===== src/rtl/wb_write_arbiter.sv =====
`default_nettype none
// ============================================================================
//  Module   : wb_write_arbiter
//  Purpose  : Write-side master for the 32x32 register file. Merges execute
//             (A) and load-return (B) results onto the single write port,
//             buffers colliding load returns in a small FIFO and keeps a
//             per-register pending-load scoreboard for decode hazard checks.
//  Ports    : clk, reset            - clock, synchronous active-high reset
//             a_valid/a_rd/a_data   - execute result (always accepted)
//             b_valid/b_rd/b_data   - load return, handshake with b_ready
//             pend_set/pend_rd      - load issued, marks rd pending
//             chk_rs1/chk_rs2       - decode sources to check
//             rs1_busy/rs2_busy     - source has an outstanding load
//             rf_addr_rd/rf_data_rd/rf_we - registered register-file write
//             fwd1_hit/fwd2_hit     - write-port forwarding match
//  Config   : WB_FORWARD_EN - when defined, fwd*_hit are live; otherwise 0.
//  Revision : 1.0 - initial release
// ============================================================================
module wb_write_arbiter #(
  parameter int FIFO_DEPTH = 4,
  parameter int XLEN       = 32
) (
  input  logic            clk,
  input  logic            reset,
  input  logic            a_valid,
  input  logic [4:0]      a_rd,
  input  logic [XLEN-1:0] a_data,
  input  logic            b_valid,
  input  logic [4:0]      b_rd,
  input  logic [XLEN-1:0] b_data,
  output logic            b_ready,
  input  logic            pend_set,
  input  logic [4:0]      pend_rd,
  input  logic [4:0]      chk_rs1,
  input  logic [4:0]      chk_rs2,
  output logic            rs1_busy,
  output logic            rs2_busy,
  output logic [4:0]      rf_addr_rd,
  output logic [XLEN-1:0] rf_data_rd,
  output logic            rf_we,
  output logic            fwd1_hit,
  output logic            fwd2_hit
);

  localparam int          AW          = $clog2(FIFO_DEPTH);
  localparam logic [AW:0] c_fifo_full = FIFO_DEPTH[AW:0];

  // Load-return buffer
  logic [4:0]      r_mem_rd   [FIFO_DEPTH];
  logic [XLEN-1:0] r_mem_data [FIFO_DEPTH];
  logic [AW-1:0]   r_wr_ptr;
  logic [AW-1:0]   r_rd_ptr;
  logic [AW:0]     r_count;

  logic [31:0]     r_pending;

  logic            w_empty;
  logic            w_full;
  logic            w_b_accept;
  logic            w_pop;
  logic            w_push;
  logic            w_sel_valid;
  logic            w_sel_from_b;
  logic [4:0]      w_sel_rd;
  logic [XLEN-1:0] w_sel_data;
  logic [31:0]     w_pend_set;
  logic [31:0]     w_pend_clr;

  // Occupancy (empty / partial / full) is derived purely from the count.
  assign w_empty    = (r_count == '0);
  assign w_full     = (r_count == c_fifo_full);
  assign b_ready    = !w_full;
  assign w_b_accept = b_valid && b_ready;

  // The FIFO head only gets the port when execute is idle. An accepted B
  // bypasses the buffer only if nothing older is waiting and A is idle;
  // in every other case it is enqueued (same-cycle push+pop is allowed).
  assign w_pop  = !a_valid && !w_empty;
  assign w_push = w_b_accept && (a_valid || !w_empty);

  // Write-port arbitration: A > FIFO head > bypassed B
  always_comb begin
    w_sel_valid  = 1'b0;
    w_sel_from_b = 1'b0;
    w_sel_rd     = '0;
    w_sel_data   = '0;
    if (a_valid) begin
      w_sel_valid = 1'b1;
      w_sel_rd    = a_rd;
      w_sel_data  = a_data;
    end else if (!w_empty) begin
      w_sel_valid  = 1'b1;
      w_sel_from_b = 1'b1;
      w_sel_rd     = r_mem_rd[r_rd_ptr];
      w_sel_data   = r_mem_data[r_rd_ptr];
    end else if (w_b_accept) begin
      w_sel_valid  = 1'b1;
      w_sel_from_b = 1'b1;
      w_sel_rd     = b_rd;
      w_sel_data   = b_data;
    end
  end

  // FIFO storage carries no reset; validity is tracked by the pointers.
  always_ff @(posedge clk) begin
    if (w_push) begin
      r_mem_rd[r_wr_ptr]   <= b_rd;
      r_mem_data[r_wr_ptr] <= b_data;
    end
  end

  always_ff @(posedge clk) begin
    if (reset) begin
      r_wr_ptr <= '0;
      r_rd_ptr <= '0;
      r_count  <= '0;
    end else begin
      if (w_push) r_wr_ptr <= r_wr_ptr + 1'b1;
      if (w_pop)  r_rd_ptr <= r_rd_ptr + 1'b1;
      case ({w_push, w_pop})
        2'b10:   r_count <= r_count + 1'b1;
        2'b01:   r_count <= r_count - 1'b1;
        default: r_count <= r_count;
      endcase
    end
  end

  // Scoreboard: a pending bit clears on the same edge that registers the
  // B-sourced write; a new load to the same rd in that cycle wins.
  always_comb begin
    w_pend_set = '0;
    w_pend_clr = '0;
    if (pend_set && (pend_rd != 5'd0)) w_pend_set[pend_rd] = 1'b1;
    if (w_sel_from_b)                  w_pend_clr[w_sel_rd] = 1'b1;
  end

  always_ff @(posedge clk) begin
    if (reset) begin
      r_pending <= '0;
    end else begin
      r_pending <= (r_pending & ~w_pend_clr) | w_pend_set;
    end
  end

  assign rs1_busy = r_pending[chk_rs1] && (chk_rs1 != 5'd0);
  assign rs2_busy = r_pending[chk_rs2] && (chk_rs2 != 5'd0);

  // Register-file write stage. A slot targeting x0 is consumed with we low.
  always_ff @(posedge clk) begin
    if (reset) begin
      rf_we      <= 1'b0;
      rf_addr_rd <= '0;
      rf_data_rd <= '0;
    end else begin
      rf_we <= w_sel_valid && (w_sel_rd != 5'd0);
      if (w_sel_valid) begin
        rf_addr_rd <= w_sel_rd;
        rf_data_rd <= w_sel_data;
      end
    end
  end

`ifdef WB_FORWARD_EN
  assign fwd1_hit = rf_we && (rf_addr_rd != 5'd0) && (rf_addr_rd == chk_rs1);
  assign fwd2_hit = rf_we && (rf_addr_rd != 5'd0) && (rf_addr_rd == chk_rs2);
`else
  assign fwd1_hit = 1'b0;
  assign fwd2_hit = 1'b0;
`endif

endmodule
`default_nettype wire


===== config.mk =====
export PLATFORM = sky130hd
export DESIGN_NAME = wb_write_arbiter
export DESIGN_NICKNAME = d
export VERILOG_FILES = /design/src/rtl/wb_write_arbiter.sv
export SDC_FILE = /design/constraint.sdc
export NUM_CORES = 1
export LEC_CHECK = 0
export CAP_MARGIN = 20
export CORE_MARGIN = 2
export CORE_UTILIZATION = 61
export CTS_BUF_LIST = sky130_fd_sc_hd__clkbuf_4
export DETAILED_ROUTE_END_ITERATION = 10
export GPL_TIMING_DRIVEN = 0
export PLACE_DENSITY = 0.95
export SLEW_MARGIN = 20
export SYNTH_ARGS = -nofsm -noshare
export SYNTH_HDL_FRONTEND = slang
export SYNTH_SLANG_ARGS = --single-unit

===== constraint.sdc =====
create_clock -name clk -period 3.7 [get_ports clk]
set_clock_uncertainty 0.15 [all_clocks]
set_input_delay 0.555 -clock clk [delete_from_list [all_inputs] [get_ports clk]]
set_output_delay 0.555 -clock clk [all_outputs]
set_load 0.1 [all_outputs]

==> results_dict.tcl <==
set metrics [dict create \
    slew_violations 0 \
    avgSynthCellArea_um2 13.5 \
    io_pins 137 \
    max-vdd-ir-drop_v 0.000551 \
    antenna_found_initial 1 \
    power_mw 8.58 \
    postCtsHoldBufs 0 \
    drt-initial-drc-count 1165 \
    worstPathCellList "mux4_2, mux4_2, mux2_2, dlygate4sd2_1" \
    path_class "reg2out" \
    synth_most_common_cell "edfxtp_1" \
    core.rowCount 46 \
    yosys-top-cells-area "edfxtp_1 45%, dfxtp_1 16%, mux4_2 12%" \
    wire_per_inst_um 23.2 \
    route.detailed.drc 0 \
    die_w_um 131 \
    maxCapViolCount 0 \
    crit_path_frequent_cell "mux4_2" \
    path_max_fanout 3 \
    post_cts_buffers 0 \
    viasPerCell 6.51 \
    ctsResizeCount 2 \
    syn_inst 726 \
    cts_buffer_depth 3 \
    period_share_pct 95.8 \
    critPathArrivalTime_ns 2.84 \
    overflow 0 \
    synth-seq-cells 226 \
    insertion_delay_ns 0.72 \
    grt_pass1_vias 7774 \
    cts_tree "done" \
    gp_congestion 0.884 \
    setup_viol_count_final 0 \
    start_util_pct 62.0 \
    ys_warn_count 0 \
    yosysTopAreaCell "edfxtp_1" \
    endpoint_kind "primary output" \
    cp_slowest_cell "dlygate4sd2_1" \
    fin_crit_ns 3.54 \
    final_nets 1017 \
    rsz0062_at_grt "no" \
    floorplan.die_area_um2 17100 \
    fin_setup_tns_ns 0 \
    leakagePower_nw 4.12 \
    area_growth_pct 24.8 \
    syn_area_um2 9780 \
    synthArstFlopShare_pct 0 \
    dr.pass1.iters 6 \
    synth_ff_type "edfxtp_1" \
    fin_ws_ns 0.156 \
    max_freq_mhz 282 \
    yosysSeqAreaShare_pct 61.4 \
    synth-edff-count 148 \
    dp_hpwl_um 17100 \
    synth_top_area_share_pct 45.4 \
    wirelength_um 27300 \
    regToRegSetupSlack_ns 1.01 \
    cts.sinks 226 \
    cts_buffers 54 \
    cp_top_family "multiplexers" \
    die_h_um 131 \
    critPathLaunchType "flip-flop" \
    grtUsageTotal_pct 32.3 \
    hold_ws_ns 0.308 \
    max_slew.worst_pin.slew_ns 1.01 \
    slowest_delay_ns 0.59 \
    h-tree-depth 2 \
    ys_types 60 \
    io_buffers 130 \
    worstHoldPathType "reg2reg" \
    slew_headroom_pct 32.3 \
    finalHoldViolations 0 \
    path_buf_inv 1 \
    cts-root-buf "clkbuf_4" \
    final_util_pct 77.4 \
    dp_slack_ns -0.185 \
    core-area_um2 15800 \
    vias 7676 \
    grt_max_degree 27 \
    synthTopCellsByCount "148 x edfxtp_1, 79 x nand2_1, 78 x dfxtp_1" \
    clk_pin_slew_worst_paths_ns 0.07 \
    detail-route-antenna-nets 0 \
    grt_pass1_wl_um 41400 \
    power.density_nw_per_um2 703 \
    worstPathRequired_ns 2.99 \
    status "finished clean" \
    layout-drive-gt1-share_pct 19.6 \
]
[worst min-delay path, delay by kind of cell (launching register included)]
kind | cells | cell delay, ns
simple gates | 1 | 0.05
flops | 1 | 0.31
compound gates | 1 | 0.05
[power by group]
| part | switching [mW] | total (mW) | internal, mW |
|---|---|---|---|
| combinational | 2.14 | 3.21 | 1.07 |
| clock | 1.05 | 2.21 | 1.16 |
| sequential | 0.167 | 3.17 | 3.00 |
| total | 3.36 | 8.58 | 5.22 |
[area by class of cell]
cell class | count | area, µm²
Sequential cell | 226 | 6010
Fill cell | 921 | 3570
Multi-Input combinational cell | 438 | 3500
Timing Repair Buffer | 134 | 1390
Clock buffer | 82 | 616
Tap cell | 216 | 270
Buffer | 51 | 240
Clock inverter | 19 | 131
Inverter | 12 | 45.0
Antenna cell | 1 | 2.50
[final timing paths]
kind / from / to / cells past startpoint
max: r_pending[23] / rs2_busy / 4
min: rf_addr_rd[3] / rf_addr_rd[3] / 2
max reg2reg: r_count[0] / r_count[2] / 8
min reg2reg: rf_addr_rd[3] / rf_addr_rd[3] / 2
[placed cells by master, fill, tap and decap left out, types with 18 or more instances in the layout]
master	netlist	final
a21oi_1	61	61
a221oi_1	32	32
buf_2	18	18
clkbuf_1	24	24
clkbuf_4	0	82
clkdlybuf4s50_1	0	128
dfxtp_1	78	78
edfxtp_1	148	148
mux4_2	54	54
nand2_1	79	79
nand3_1	40	40
nor2_1	49	49
[flip-flops by register name (all words and copies together), names as in the netlist, named ones only]
name,cells
r_mem_data,128
rf_data_rd,32
r_pending,31
r_mem_rd,20
rf_addr_rd,5
r_count,3
r_rd_ptr,2
r_wr_ptr,2
rf_we,1
[routing by layer]
| metal | routed length [µm] | track usage, % |
|---|---|---|
| met1 | 9410 | 39.5 |
| met2 | 13900 | 54.8 |
| met3 | 2860 | 7.29 |
| met4 | 1110 | 16.0 |
| met5 | 0 | 0 |
[cells by family (layout without fill, tap and decap cells)]
group	Yosys count	after routing	share of synthesized area [%]
AND/OR/NAND/NOR	214	214	10.3
flip-flops	226	226	61.4
other	1	3	0.0383
buffers and inverters	63	298	2.92
AO/OA/AOI/OAI	149	149	10.6
XOR/XNOR	5	5	0.448
adder cells (fa/ha/maj)	6	6	0.844
multiplexers	62	62	13.5
[through the flow]
step                instance area (µm²)  std cells
floorplan                          9780        727
finish                            12200       1179
detailed placement                11500       1077
global placement                  11400       1073
global route                      12200       1179
CTS                               12200       1178
(Power assumes the default switching activity.)
